===== src/rtl/fifo_pkg.sv =====
// Shared constants and types for the parameterised FIFO.
package fifo_pkg;

    localparam int DEF_DATA_WIDTH = 32;
    localparam int DEF_ADDR_WIDTH = 3;
    localparam int DEF_AF_LEVEL   = 6;
    localparam int DEF_AE_LEVEL   = 2;

    // Accepted-operation encoding: {write accepted, read accepted}
    typedef enum logic [1:0] {
        OP_IDLE  = 2'b00,
        OP_READ  = 2'b01,
        OP_WRITE = 2'b10,
        OP_BOTH  = 2'b11
    } fifo_op_e;

    // Number of words held by a FIFO with the given pointer width
    function automatic int depth_of(input int addr_width);
        return 1 << addr_width;
    endfunction

endpackage


===== src/rtl/param_fifo_if.sv =====
// Bus bundle between a FIFO producer/consumer (master) and the FIFO (slave).
interface param_fifo_if #(
    parameter int DATA_WIDTH = fifo_pkg::DEF_DATA_WIDTH,
    parameter int ADDR_WIDTH = fifo_pkg::DEF_ADDR_WIDTH
) ();

    logic [DATA_WIDTH-1:0] data_in;
    logic                  wr;
    logic                  rd;
    logic                  clear_err;
    logic [DATA_WIDTH-1:0] data_out;
    logic                  valid_out;
    logic [ADDR_WIDTH:0]   fifo_counter;
    logic                  empty;
    logic                  full;
    logic                  almost_empty;
    logic                  almost_full;
    logic                  overflow;
    logic                  underflow;

    modport master (
        output data_in, wr, rd, clear_err,
        input  data_out, valid_out, fifo_counter, empty, full,
               almost_empty, almost_full, overflow, underflow
    );

    modport slave (
        input  data_in, wr, rd, clear_err,
        output data_out, valid_out, fifo_counter, empty, full,
               almost_empty, almost_full, overflow, underflow
    );

endinterface


===== src/rtl/fifo_mem.sv =====
// Simple dual-port storage: synchronous write, registered read port.
// Only the read register is reset; the array itself keeps its contents.
module fifo_mem #(
    parameter int DATA_WIDTH = fifo_pkg::DEF_DATA_WIDTH,
    parameter int ADDR_WIDTH = fifo_pkg::DEF_ADDR_WIDTH
) (
    input  logic                  clk,
    input  logic                  reset,
    input  logic                  wr_en,
    input  logic [ADDR_WIDTH-1:0] wr_addr,
    input  logic [DATA_WIDTH-1:0] wr_data,
    input  logic                  rd_en,
    input  logic [ADDR_WIDTH-1:0] rd_addr,
    output logic [DATA_WIDTH-1:0] rd_data
);

    localparam int DEPTH = fifo_pkg::depth_of(ADDR_WIDTH);

    logic [DATA_WIDTH-1:0] mem_r [DEPTH];
    logic [DATA_WIDTH-1:0] rd_data_r;

    // Write port: store the word when the controller accepts a write
    always_ff @(posedge clk) begin
        if (wr_en) begin
            mem_r[wr_addr] <= wr_data;
        end
    end

    // Read port: capture the addressed word (old contents on a same-address write)
    always_ff @(posedge clk) begin
        if (reset) begin
            rd_data_r <= {DATA_WIDTH{1'b0}};
        end else if (rd_en) begin
            rd_data_r <= mem_r[rd_addr];
        end
    end

    assign rd_data = rd_data_r;

endmodule


===== src/rtl/param_fifo.sv =====
// Parameterised synchronous FIFO: pointers, occupancy counter, status and
// sticky error flags. Storage lives in fifo_mem.
module param_fifo
    import fifo_pkg::*;
#(
    parameter int DATA_WIDTH = DEF_DATA_WIDTH,
    parameter int ADDR_WIDTH = DEF_ADDR_WIDTH,
    parameter int AF_LEVEL   = DEF_AF_LEVEL,
    parameter int AE_LEVEL   = DEF_AE_LEVEL
) (
    input  logic        clk,
    input  logic        reset,
    param_fifo_if.slave bus
);

    localparam int CNT_W = ADDR_WIDTH + 1;
    localparam logic [CNT_W-1:0] DEPTH_C = CNT_W'(depth_of(ADDR_WIDTH));
    localparam logic [CNT_W-1:0] AF_C    = CNT_W'(AF_LEVEL);
    localparam logic [CNT_W-1:0] AE_C    = CNT_W'(AE_LEVEL);
    localparam logic [CNT_W-1:0] ONE_C   = CNT_W'(1);

    logic [ADDR_WIDTH-1:0] wr_ptr_r;
    logic [ADDR_WIDTH-1:0] rd_ptr_r;
    logic [CNT_W-1:0]      count_r;
    logic                  valid_r;
    logic                  overflow_r;
    logic                  underflow_r;

    logic                  empty_s;
    logic                  full_s;
    logic                  wr_acc_s;
    logic                  rd_acc_s;
    fifo_op_e              op_s;
    logic [CNT_W-1:0]      count_nxt_s;
    logic                  ovf_set_s;
    logic                  unf_set_s;
    logic                  overflow_nxt_s;
    logic                  underflow_nxt_s;
    logic [DATA_WIDTH-1:0] rd_data_s;

    // Status decode and acceptance; reset suppresses any request in its cycle
    always_comb begin
        empty_s   = (count_r == {CNT_W{1'b0}});
        full_s    = (count_r == DEPTH_C);
        // A full FIFO still takes a write when a read frees a slot on the same edge
        wr_acc_s  = bus.wr & (~full_s | bus.rd) & ~reset;
        // No fall-through: an empty FIFO never serves a read, even with a write
        rd_acc_s  = bus.rd & ~empty_s & ~reset;
        op_s      = fifo_op_e'({wr_acc_s, rd_acc_s});
        ovf_set_s = bus.wr & ~bus.rd & full_s;
        unf_set_s = bus.rd & empty_s;
    end

    // Next occupancy from the accepted operation pair
    always_comb begin
        count_nxt_s = count_r;
        case (op_s)
            OP_WRITE: count_nxt_s = count_r + ONE_C;
            OP_READ:  count_nxt_s = count_r - ONE_C;
            OP_BOTH:  count_nxt_s = count_r;
            OP_IDLE:  count_nxt_s = count_r;
            default:  count_nxt_s = count_r;
        endcase
    end

    // Sticky error next state: a new error outranks a clear in the same cycle
    always_comb begin
        if (ovf_set_s) begin
            overflow_nxt_s = 1'b1;
        end else if (bus.clear_err) begin
            overflow_nxt_s = 1'b0;
        end else begin
            overflow_nxt_s = overflow_r;
        end
        if (unf_set_s) begin
            underflow_nxt_s = 1'b1;
        end else if (bus.clear_err) begin
            underflow_nxt_s = 1'b0;
        end else begin
            underflow_nxt_s = underflow_r;
        end
    end

    // Pointer, counter, read-valid and error registers
    always_ff @(posedge clk) begin
        if (reset) begin
            wr_ptr_r    <= {ADDR_WIDTH{1'b0}};
            rd_ptr_r    <= {ADDR_WIDTH{1'b0}};
            count_r     <= {CNT_W{1'b0}};
            valid_r     <= 1'b0;
            overflow_r  <= 1'b0;
            underflow_r <= 1'b0;
        end else begin
            // Pointers roll over naturally at ADDR_WIDTH bits
            if (wr_acc_s) begin
                wr_ptr_r <= wr_ptr_r + ADDR_WIDTH'(1);
            end
            if (rd_acc_s) begin
                rd_ptr_r <= rd_ptr_r + ADDR_WIDTH'(1);
            end
            count_r     <= count_nxt_s;
            valid_r     <= rd_acc_s;
            overflow_r  <= overflow_nxt_s;
            underflow_r <= underflow_nxt_s;
        end
    end

    fifo_mem #(
        .DATA_WIDTH (DATA_WIDTH),
        .ADDR_WIDTH (ADDR_WIDTH)
    ) u_mem (
        .clk     (clk),
        .reset   (reset),
        .wr_en   (wr_acc_s),
        .wr_addr (wr_ptr_r),
        .wr_data (bus.data_in),
        .rd_en   (rd_acc_s),
        .rd_addr (rd_ptr_r),
        .rd_data (rd_data_s)
    );

    assign bus.data_out     = rd_data_s;
    assign bus.valid_out    = valid_r;
    assign bus.fifo_counter = count_r;
    assign bus.empty        = empty_s;
    assign bus.full         = full_s;
    assign bus.almost_empty = (count_r <= AE_C);
    assign bus.almost_full  = (count_r >= AF_C);
    assign bus.overflow     = overflow_r;
    assign bus.underflow    = underflow_r;

endmodule


===== src/flat_wrapper.sv =====
// flat-port wrapper written by rule: the top's interface ports become plain ports
module param_fifo_flat import fifo_pkg::*;
#(
    parameter int DATA_WIDTH = DEF_DATA_WIDTH,
    parameter int ADDR_WIDTH = DEF_ADDR_WIDTH,
    parameter int AF_LEVEL   = DEF_AF_LEVEL,
    parameter int AE_LEVEL   = DEF_AE_LEVEL
)
  (clk, reset, bus_data_in, bus_wr, bus_rd, bus_clear_err, bus_data_out, bus_valid_out, bus_fifo_counter, bus_empty, bus_full, bus_almost_empty, bus_almost_full, bus_overflow, bus_underflow);
  param_fifo_if #(.DATA_WIDTH(DATA_WIDTH), .ADDR_WIDTH(ADDR_WIDTH)) bus_i ();
  input  logic clk;
  input  logic reset;
  input wire logic [$bits(bus_i.data_in)-1:0] bus_data_in;
  input wire logic [$bits(bus_i.wr)-1:0] bus_wr;
  input wire logic [$bits(bus_i.rd)-1:0] bus_rd;
  input wire logic [$bits(bus_i.clear_err)-1:0] bus_clear_err;
  output wire logic [$bits(bus_i.data_out)-1:0] bus_data_out;
  output wire logic [$bits(bus_i.valid_out)-1:0] bus_valid_out;
  output wire logic [$bits(bus_i.fifo_counter)-1:0] bus_fifo_counter;
  output wire logic [$bits(bus_i.empty)-1:0] bus_empty;
  output wire logic [$bits(bus_i.full)-1:0] bus_full;
  output wire logic [$bits(bus_i.almost_empty)-1:0] bus_almost_empty;
  output wire logic [$bits(bus_i.almost_full)-1:0] bus_almost_full;
  output wire logic [$bits(bus_i.overflow)-1:0] bus_overflow;
  output wire logic [$bits(bus_i.underflow)-1:0] bus_underflow;
  assign bus_i.data_in = bus_data_in;
  assign bus_i.wr = bus_wr;
  assign bus_i.rd = bus_rd;
  assign bus_i.clear_err = bus_clear_err;
  assign bus_data_out = bus_i.data_out;
  assign bus_valid_out = bus_i.valid_out;
  assign bus_fifo_counter = bus_i.fifo_counter;
  assign bus_empty = bus_i.empty;
  assign bus_full = bus_i.full;
  assign bus_almost_empty = bus_i.almost_empty;
  assign bus_almost_full = bus_i.almost_full;
  assign bus_overflow = bus_i.overflow;
  assign bus_underflow = bus_i.underflow;
  param_fifo #(.DATA_WIDTH(DATA_WIDTH), .ADDR_WIDTH(ADDR_WIDTH), .AF_LEVEL(AF_LEVEL), .AE_LEVEL(AE_LEVEL)) u_core (.clk(clk), .reset(reset), .bus(bus_i));
endmodule

===== config.mk =====
export PLATFORM = sky130hd
export DESIGN_NAME = param_fifo_flat
export DESIGN_NICKNAME = d
export VERILOG_FILES = /design/src/rtl/fifo_pkg.sv /design/src/rtl/param_fifo_if.sv /design/src/rtl/fifo_mem.sv /design/src/rtl/param_fifo.sv /design/src/flat_wrapper.sv
export SDC_FILE = /design/constraint.sdc
export NUM_CORES = 1
export LEC_CHECK = 0
export CAP_MARGIN = 10
export CORE_ASPECT_RATIO = 0.6
export CORE_UTILIZATION = 30
export CTS_CLUSTER_SIZE = 40
export DETAILED_ROUTE_END_ITERATION = 7
export PLACE_DENSITY = 0.42
export SYNTH_ARGS = -nofsm -noshare
export SYNTH_HDL_FRONTEND = slang
export SYNTH_SLANG_ARGS = --single-unit

===== constraint.sdc =====
create_clock -name clk -period 14.87 [get_ports clk]
set_clock_uncertainty 0.05 [all_clocks]
set_input_delay 2.974 -clock clk [delete_from_list [all_inputs] [get_ports clk]]
set_output_delay 2.974 -clock clk [all_outputs]
set_load 0.02 [all_outputs]

==> summary.txt, run 1 <==
Route
  – Routed WL per cell: between 20 and 25 um
  – Vias per cell: around 4.7
  – DRT iter0 DRCs: ~320
  – DRT Wirelength: 25.35 mm
  – Vias: 5561
  – # DRC: 0
  – Drt pass-1 iters: 5
  – Final ANT Viol Nets: 0

STA
  – Finish-stage setup viols: 0
  – Hold_ws: 0.4466 ns
  – RSZ-0062 raised after global routing: no
  – Worst Tran Pin Value: 1.042 ns
  – Final-report hold violation count: 0
  – Worst Slack Setup Final: ~9.2 ns
  – Total negative slack: 0 ns
  – Slew Limit Fails: 0
  – Min Tclk post-route: 5.651 ns
  – Final period utilization: 38.00%
  – Slew headroom: roughly 31%
  – Max Fclk: 177.0 MHz

Logic synthesis
  – Cell with the most instances after synthesis: edfxtp_1
  – Post-synthesis net count: slightly above 600
  – Post-synth EDFFs: 256
  – Register area share after synthesis: 75.57%
  – Netlist cell types: 40
  – Netlist Area Pre-Place: 11360 um2
  – Leading post-synthesis cells by cell area: edfxtp_1 68%, mux4_2 13%, dfxtp_1 7.9%
  – Synthesis Warnings: 0
  – Synth top area share: roughly 68%
  – Synth cell count leaders: 256 x edfxtp_1, 64 x mux4_2, 48 x nor2_1
  – Main synth FF type: edfxtp_1
  – Avg Cell Area, Syn: a little under 20 um2
  – Yosys reg bits: 301
  – Cell count after synthesis: 572
  – Ys async rst share: 0%
  – Yosys top cell by area: edfxtp_1

Placement
  – Setup WS pre-CTS: 9.171 ns
  – Routability cong.: 0.7191
  – Post-DP HPWL: 14.15 mm
  – Number of buffers added on ports: 79

Floorplan
  – Num rows: 54
  – # IOs: 80
  – Initial Util: 30.86%
  – Die H: 152.8 um
  – Core Footprint: roughly 37000 um2
  – Die ar.: 38690 um2
  – Die width: 253.3 um

GRT
  – GRT Total Usage: 13.51%
  – Largest net degree at the start of global routing: 57
  – Grt total ovfl: 0
  – Initial antenna violation count: 0
  – Vias in the first global route: 5946
  – First-pass GRT wire length: just under 40 mm

Worst setup path
  – Worst-path maximum fanout: 11
  – CP max-delay cell: nor4_1
  – Setup CP Type: flop to primary output
  – Critical Path AT: 2.63 ns
  – Crit-path cells: nor4_1, clkdlybuf4s50_1
  – Critical Path End Type: primary output
  – Worst EP required: between 10 and 15 ns
  – Startpoint Class: flop
  – Crit path largest cell delay: 0.86 ns

Clocking
  – Largest buffer count on any clock path: 3
  – CTS H-tree lvls: 1
  – Hold-fix buffer count after cts: 0
  – Sink Count: 301
  – CTS tree: done
  – Reg clk slew, reported paths: about 0.070 ns
  – PostCTS Resize Cnt: 0
  – Clock latency on the worst-skew pair: roughly 0.55 ns
  – Total CTS buffers: 30
  – Setup bufs post-CTS: 0
  – CTS Root Cell: clkbuf_16

Status
  – Status: finished, final reports clean

Finish
  – # fillers: 3372
  – Reg area: about 8600 um2
  – Inserted Diodes: 0
  – Multi-input logic area: 2660 um2
  – Nets: roughly 700
  – Layout cells sized above 1: 20.12%
  – Area grow syn2layout: 21.38%

Run
  – Max Cap Violations: 0

Power and ir drop
  – Leak Pwr: 4.211 nW
  – Peak VDD IR: 0.09419 mV
  – PwrDens: 143.6 nW/um2

Hold path
  – Hold WC Path Type: flop to flop
-- final timing paths --
kind | from | end | slack [ns] | cells past startpoint
worst min register to register | u_core.u_mem.rd_data[9] | u_core.u_mem.rd_data[9] | 0.45 | 2
worst max register to register | u_core.bus.fifo_counter[0] | u_core.bus.fifo_counter[3] | 11.80 | 6
worst max-delay path | u_core.bus.fifo_counter[0] | bus_empty | 9.22 | 2
worst min-delay path | u_core.u_mem.rd_data[9] | u_core.u_mem.rd_data[9] | 0.45 | 2
-- sequential cells by signal (all words and copies together), names as in the netlist --
signal,cells
u_core.bus.underflow,1
u_core.u_mem.rd_data,32
u_core.bus.valid_out,1
u_core.rd_ptr_r,3
u_core.wr_ptr_r,3
u_core.bus.overflow,1
u_core.bus.fifo_counter,4
u_core.u_mem.mem_r,256
-- cell families (layout without fill, tap and decap cells) --
kind of cell / after synthesis / in the layout / share of synthesized area (%)
and+or+nand+nor: 77 / 77 / 3.204
adders and majority gates: 4 / 4 / 0.4404
xor gates and xnor gates: 5 / 5 / 0.3853
DFF: 301 / 301 / 75.57
buffers and inverters: 38 / 152 / 1.464
muxes: 99 / 99 / 15.79
AOI/OAI and AO/OA: 48 / 48 / 3.149
-- layout make-up --
| cell class | instances | share of cell area [%] |
|---|---|---|
| Clock buffer | 37 | 5.932 |
| Clock inverter | 19 | 1.379 |
| Inverter | 4 | 0.1088 |
| Multi-Input combinational cell | 233 | 19.28 |
| Sequential cell | 301 | 62.32 |
| Tap cell | 504 | 4.571 |
| Timing Repair Buffer | 92 | 6.404 |
-- metal layers --
layer	part of all wire (%)	vias up	track usage, %
met1	52	2929	20.74
met4	1.9	0	3.001
met5	0	-	0
met3	2.9	40	2.562
met2	43	80	19.65
li1	-	2512	-
-- layout by cell type (no fill, tap or decap), types with 3 or more instances in the layout --
| cell type | count |
|---|---|
| clkinv_1 | 8 |
| nor3_2 | 4 |
| nor2_4 | 3 |
| a211oi_1 | 33 |
| clkdlybuf4s50_1 | 78 |
| bufinv_16 | 4 |
| mux4_2 | 64 |
| nor2b_1 | 6 |
| mux2i_1 | 33 |
| o21ai_0 | 3 |
| clkbuf_1 | 4 |
| nor2_1 | 45 |
| clkbuf_16 | 31 |
| buf_4 | 13 |
| xor2_1 | 4 |
| dfxtp_1 | 42 |
| edfxtp_1 | 256 |
| ha_1 | 4 |
| inv_1 | 4 |
| nand2_1 | 4 |
| a21oi_1 | 5 |
| clkinv_2 | 5 |
-- critical path, delay by kind of cell, from the launching register on --
kind | cells | cell delay [ns]
flip-flops | 1 | 0.45
buffers and inverters | 1 | 0.76
AND/OR/NAND/NOR | 1 | 0.86
-- power breakdown --
group          total (mW)  internal [mW]  switching, mW
sequential          0.968          0.945         0.0238
combinational       0.237          0.115          0.122
clock               0.775          0.457          0.318
total                1.98           1.52          0.463
-- metrics by stage --
stage / util, % / instance area (um2) / std cells / total power [mW]
floorplan: - / 11360 / 572 / 1.133
global placement: 34.72 / 12790 / 1134 / 1.229
detailed placement: 34.72 / 12790 / 1134 / 1.230
CTS: 37.46 / 13790 / 1190 / 2.013
global route: 37.46 / 13790 / 1190 / 2.066
finish: 37.46 / 13790 / 1190 / 1.980
No activity file was read; power rests on OpenSTA's default activity.
==> run 2: changes to the inputs <==
- PLACE_DENSITY: 0.42 -> 0.44
- clock period: 14.87 -> 5.1 ns (I/O delays scaled with it)
==> run 2 against run 1 <==
Net effect: routed wire length fell by 2.7%; sequential power rose to 3.0 times the previous value; combinational power rose to 2.8 times the previous value; cell count fell by 0.17%; critical endpoint unchanged; critical path depth is the same; worst hold slack improved by 0.0053 ns; die area unchanged; total power rose to 2.9 times the previous value; largest power group unchanged; global-route usage down 0.53 points; design area fell by 0.33%; non-clock buffer count unchanged.
==> summary.txt, run 2 (synthesis gave the netlist of run 1 again) <==
GRT
  – First-pass GRT wire length: 37.44 mm (was 38.66 mm)
  – Grt total ovfl: 0 (unchanged)
  – Largest net degree at the start of global routing: 67 (was 57)
  – Initial antenna violation count: 0 (unchanged)
  – Vias in the first global route: 5920 (was 5946)
  – GRT Total Usage: 12.98% (was 13.51%)

Route
  – Vias per cell: 4.716 (was 4.673)
  – DRT iter0 DRCs: 369 (was 318)
  – Vias: 5603 (was 5561)
  – # DRC: 0 (unchanged)
  – Final ANT Viol Nets: 0 (unchanged)
  – Drt pass-1 iters: 4 (was 5)
  – Routed WL per cell: 20.76 um (was 21.30 um)
  – DRT Wirelength: 24.66 mm (was 25.35 mm)

Run
  – Max Cap Violations: 0 (unchanged)

STA
  – Min Tclk post-route: 3.569 ns
  – Slew headroom: 21.42% (was 30.55%)
  – Slew Limit Fails: 0 (unchanged)
  – Final period utilization: 69.98%
  – Worst Tran Pin Value: 1.176 ns (was 1.042 ns)
  – Max Fclk: 280.2 MHz
  – Finish-stage setup viols: 0 (unchanged)
  – RSZ-0062 raised after global routing: no (unchanged)
  – Final-report hold violation count: 0 (unchanged)
  – Total negative slack: 0 ns (unchanged)

Worst setup path
  – Crit path largest cell delay: 0.78 ns (was 0.86 ns)
  – Reg2reg start: u_core.bus.fifo_counter[3] (was u_core.bus.fifo_counter[0])
  – Setup CP Type: flop to primary output (unchanged)
  – Startpoint Class: flop (unchanged)
  – Worst-path maximum fanout: 11 (unchanged)
  – Worst EP required: 4.03 ns (was 11.85 ns)
  – Crit. Startpoint: u_core.bus.fifo_counter[0] (unchanged)
  – Critical Path End Type: primary output (unchanged)
  – CP max-delay cell: nor4_1 (unchanged)
  – Crit-path cells: nor4_1, clkdlybuf4s50_1 (unchanged)
  – Critical Path AT: 2.50 ns (was 2.63 ns)

Clocking
  – CTS tree: done (unchanged)
  – Sink Count: 301 (unchanged)
  – Total CTS buffers: 29 (was 30)
  – Setup bufs post-CTS: 0 (unchanged)
  – CTS Root Cell: clkbuf_16 (unchanged)
  – Clock latency on the worst-skew pair: 0.55 ns (about the same)
  – Hold-fix buffer count after cts: 0 (unchanged)
  – CTS H-tree lvls: 1 (unchanged)
  – Largest buffer count on any clock path: 3 (unchanged)
  – Reg clk slew, reported paths: 0.06 ns (was 0.07 ns)
  – PostCTS Resize Cnt: 0 (unchanged)

Finish
  – Area grow syn2layout: 20.98% (was 21.38%)
  – Inserted Diodes: 0 (unchanged)
  – Reg area: 8597 um2 (unchanged)
  – Largest register by flop count: u_core.u_mem.mem_r (unchanged)
  – Most common cell after layout, fill and taps aside: edfxtp_1 (unchanged)
  – Layout cells sized above 1: 20.91% (was 20.12%)
  – # fillers: 3356 (was 3372)
  – Most frequent cells in the layout: 256 x edfxtp_1, 78 x clkdlybuf4s50_1, 64 x mux4_2, 45 x nor2_1, 42 x dfxtp_1 (unchanged)
  – Nets: 702 (was 703)
  – Multi-input logic area: 2660 um2 (unchanged)
  – Largest register FFs: 256 (unchanged)

Power and ir drop
  – Internal Power: 4.330 mW (was 1.517 mW)
  – PwrDens: 413.2 nW/um2 (was 143.6 nW/um2)
  – Pwr Total: 5.681 mW (was 1.980 mW)
  – Peak VDD IR: 0.2249 mV (was 0.09419 mV)
  – Comb power frac: 11.6% (was 12.0%)
  – Switching pwr: 1.351 mW (was 463.1 uW)
  – Sequential power share: 50.3% (was 48.9%)
  – Sw Ratio: 23.78% (was 23.38%)
  – Leak Pwr: 4.190 nW (was 4.211 nW)
  – Clk pwr share: 38.1% (was 39.1%)

Floorplan
  – Initial Util: 30.86% (unchanged)
  – Num rows: 54 (unchanged)
  – Core Footprint: 36820 um2 (unchanged)
  – Die H: 152.8 um (unchanged)
  – Die width: 253.3 um (unchanged)
  – # IOs: 80 (unchanged)
  – Die ar.: 38690 um2 (unchanged)

Placement
  – Routability cong.: 0.7719 (was 0.7191)
  – Post-DP HPWL: 14.26 mm (was 14.15 mm)
  – Number of buffers added on ports: 79 (unchanged)

Hold path
  – Hold WC Path Type: flop to flop (unchanged)
  – Hold Path Origin: u_core.u_mem.rd_data[10] (was u_core.u_mem.rd_data[9])

Status
  – Status: finished, final reports clean (unchanged)
==> run 2: cell count changes in the layout (fill, tap and decap cells not counted), sizes merged <==
cell      delta
clkinvlp     +2
clkbuf       -3
bufinv       -1
inv          +1
clkinv       -1
==> run 2: path summary, 6_finish.rpt <==
| kind | endpoint | slack [ns] | cells past startpoint |
|---|---|---|---|
| setup / recovery | bus_empty | 1.53 | 2 |
| setup reg to reg | u_core.bus.fifo_counter[3] | 2.06 | 6 |
| hold / removal | u_core.u_mem.rd_data[10] | 0.45 | 2 |
| hold reg to reg | u_core.u_mem.rd_data[10] | 0.45 | 2 |
==> run 2: final cells by class <==
class	instances	area share [%]
Timing Repair Buffer	92	6.425
Tap cell	504	4.586
Inverter	4	0.1092
Multi-Input combinational cell	233	19.35
Sequential cell	301	62.53
Clock inverter	20	1.374
Clock buffer	34	5.633
==> run 2: metrics by stage <==
stage / hold WS (ns) / instances / setup WS [ns] / area [um2] / utilization [%]
6_report: 0.4520 / 1188 / 1.531 / 13750 / 37.34
5_1_grt: 0.4771 / 1188 / 1.415 / 13750 / 37.34
4_1_cts: 0.4549 / 1188 / 1.539 / 13750 / 37.34
3_5_place_dp: 0.4457 / 1134 / 1.355 / 12790 / 34.72
3_3_place_gp: 0.4433 / 1134 / 1.336 / 12790 / 34.72
2_1_floorplan: 0.4607 / 572 / 0.1359 / 11360 / -
==> run 2: power groups by stage <==
stage | Clock, mW | Sequential (mW) | Combinational (mW)
6_report | 2.17 | 2.86 | 0.656
5_1_grt | 2.31 | 2.88 | 0.713
4_1_cts | 2.23 | 2.86 | 0.669
3_5_place_dp | 0 | 2.92 | 0.667
3_3_place_gp | 0 | 2.91 | 0.664
2_1_floorplan | 0 | 2.91 | 0.399
==> run 2: per-layer routing <==
| layer | up-vias | part of all wire (%) | global-route usage, % |
|---|---|---|---|
| met1 | 2932 | 50 | 18.83 |
| met4 | 0 | 2.1 | 2.973 |
| li1 | 2516 | - | - |
| met3 | 41 | 3.8 | 2.409 |
| met5 | - | 0 | 0 |
| met2 | 114 | 45 | 20.16 |
==> run 2: critical path, delay by kind of cell, from the launching register on <==
| kind | cells | cell delay, ns |
|---|---|---|
| flip-flops | 1 | 0.43 |
| buffers and inverters | 1 | 0.75 |
| AND/OR/NAND/NOR | 1 | 0.78 |
==> run 3: changes to the inputs <==
- PLACE_DENSITY: 0.44 -> 0.42
- clock period: 5.1 -> 3.43 ns (I/O delays scaled with it)
==> run 3 against run 2 <==
Net effect: die area is the same; flip-flop and latch count stayed put; total power is 48% higher; combinational power up 59%; critical path depth stayed put; routed wire length up 0.49%; utilization grew 0.42 points; worst hold slack worse by 0.0053 ns.
==> summary.txt, run 3 (synthesis gave the netlist of run 1 again) <==
Placement
  – Post-DP HPWL: 14.67 mm (was 14.26 mm)
  – Routability cong.: 0.7346 (was 0.7719)
  – Number of buffers added on ports: 79 (unchanged)
  – Dpl cells: 1147 (was 1134)
  – DP Area: 12960 um2 (was 12790 um2)
  – Setup WS pre-CTS: 0.1666 ns (was 1.355 ns)

Floorplan
  – Core Footprint: 36820 um2 (unchanged)
  – Die width: 253.3 um (unchanged)
  – Initial Util: 30.86% (unchanged)
  – Die H: 152.8 um (unchanged)
  – # IOs: 80 (unchanged)
  – Die ar.: 38690 um2 (unchanged)
  – Num rows: 54 (unchanged)

Route
  – Vias per cell: 4.646 (was 4.716)
  – DRT iter0 DRCs: 334 (was 369)
  – Drt pass-1 iters: 4 (unchanged)
  – DRT Wirelength: 24.78 mm (was 24.66 mm)
  – Routed WL per cell: 20.65 um (was 20.76 um)
  – # DRC: 0 (unchanged)
  – Final ANT Viol Nets: 0 (unchanged)
  – Vias: 5575 (was 5603)

GRT
  – GRT Total Usage: 13.11% (was 12.98%)
  – Grt total ovfl: 0 (unchanged)
  – Largest net degree at the start of global routing: 56 (was 67)
  – First-pass GRT wire length: 37.65 mm (was 37.44 mm)
  – Vias in the first global route: 5838 (was 5920)
  – Initial antenna violation count: 0 (unchanged)

Clocking
  – Setup bufs post-CTS: 0 (unchanged)
  – Clock latency on the worst-skew pair: 0.55 ns (about the same)
  – Sink Count: 301 (unchanged)
  – Reg clk slew, reported paths: 0.06 ns (about the same)
  – Largest buffer count on any clock path: 3 (unchanged)
  – CTS Root Cell: clkbuf_16 (unchanged)
  – CTS H-tree lvls: 1 (unchanged)
  – PostCTS Resize Cnt: 0 (unchanged)
  – CTS tree: done (unchanged)
  – Total CTS buffers: 29 (unchanged)
  – Hold-fix buffer count after cts: 0 (unchanged)

STA
  – Final period utilization: 94.32%
  – Worst Slack Setup Final: 0.1947 ns (was 1.531 ns)
  – Hold_ws: 0.4466 ns (was 0.4520 ns)
  – Min Tclk post-route: 3.235 ns
  – Max Fclk: 309.1 MHz
  – Final-report hold violation count: 0 (unchanged)
  – Worst Tran Pin Value: 0.9148 ns (was 1.176 ns)
  – Slew headroom: 39.02% (was 21.42%)
  – Slew Limit Fails: 0 (unchanged)
  – Finish-stage setup viols: 0 (unchanged)
  – RSZ-0062 raised after global routing: no (unchanged)

Power and ir drop
  – Pwr Total: 8.420 mW (was 5.681 mW)
  – Clk pwr share: 37.6% (was 38.1%)
  – Comb power frac: 12.3% (was 11.6%)
  – Sw Ratio: 23.28% (was 23.78%)
  – Sequential power share: 50.0% (was 50.3%)
  – Internal Power: 6.460 mW (was 4.330 mW)
  – Leak Pwr: 4.265 nW (was 4.190 nW)
  – PwrDens: 605.6 nW/um2 (was 413.2 nW/um2)
  – Switching pwr: 1.960 mW (was 1.351 mW)
  – Peak VDD IR: 0.3398 mV (was 0.2249 mV)

Status
  – Status: finished, final reports clean (unchanged)

Hold path
  – Hold WC Path Type: flop to flop (unchanged)
  – Hold Path Origin: u_core.u_mem.rd_data[11] (was u_core.u_mem.rd_data[10])

Worst setup path
  – Worst-path maximum fanout: 11 (unchanged)
  – Setup CP Type: flop to primary output (unchanged)
  – Reg2reg start: u_core.bus.fifo_counter[0] (was u_core.bus.fifo_counter[3])
  – Critical Path AT: 2.50 ns (about the same)
  – Startpoint Class: flop (unchanged)
  – Crit. Startpoint: u_core.bus.fifo_counter[0] (unchanged)
  – Critical Path End Type: primary output (unchanged)
  – Worst EP required: 2.69 ns (was 4.03 ns)

Finish
  – Fin area: 13900 um2 (was 13750 um2)
  – Layout cells sized above 1: 21.84% (was 20.91%)
  – Area grow syn2layout: 22.34% (was 20.98%)
  – Largest register FFs: 256 (unchanged)
  – Inserted Diodes: 0 (unchanged)
  – Largest register by flop count: u_core.u_mem.mem_r (unchanged)
  – Most frequent cells in the layout: 256 x edfxtp_1, 78 x clkdlybuf4s50_1, 64 x mux4_2, 45 x nor2_1, 42 x dfxtp_1 (unchanged)
  – Nets: 715 (was 702)
  – Most common cell after layout, fill and taps aside: edfxtp_1 (unchanged)
  – Layout Cells excl Fill: 1200 (was 1188)

Run
  – Max Cap Violations: 0 (unchanged)
==> run 3: layout make-up <==
cell class              count  area (um2)
clock buffers              37       785.8
multi-input cells         233        2675
clock inverters            16       156.4
flip-flops and latches    301        8597
repair buffers            105        1044
well taps                 504       630.6
inverters                   4       15.01
fillers                  3342       22920
==> run 3: power groups by stage <==
stage	clock network, mW	registers, mW	logic, mW
after CTS	3.29	4.22	1.07
final	3.17	4.21	1.04
after global routing	3.42	4.24	1.13
after global placement	0	4.29	1.06
after detailed placement	0	4.30	1.06
after floorplan	0	4.32	0.593
==> run 3: final timing paths <==
| path | cells past startpoint | endpoint | slack [ns] |
|---|---|---|---|
| worst min register to register | 2 | u_core.u_mem.rd_data[11] | 0.45 |
| worst min-delay path | 2 | u_core.u_mem.rd_data[11] | 0.45 |
| worst max-delay path | 2 | bus_empty | 0.19 |
| worst max register to register | 7 | u_core.bus.fifo_counter[3] | 0.59 |
==> run 3: per-layer routing <==
metal	wire length, um	GRT usage, %	up-vias
li1	-	-	2528
met1	12200	18.94	2930
met2	11350	20.51	84
met3	881	2.682	33
met4	354	2.453	0
met5	0	0	-
==> run 3: critical path: stages (launching register included) <==
cell             delay (ns)
dfxtp_1                0.43
nor4_1                 0.78
clkdlybuf4s50_1        0.75
==> run 3: metrics by stage <==
step / util [%] / setup TNS (ns)
after floorplan: - / -34.59
after global placement: 35.20 / 0
after detailed placement: 35.20 / 0
after CTS: 37.76 / 0
after global routing: 37.76 / 0
final: 37.76 / 0
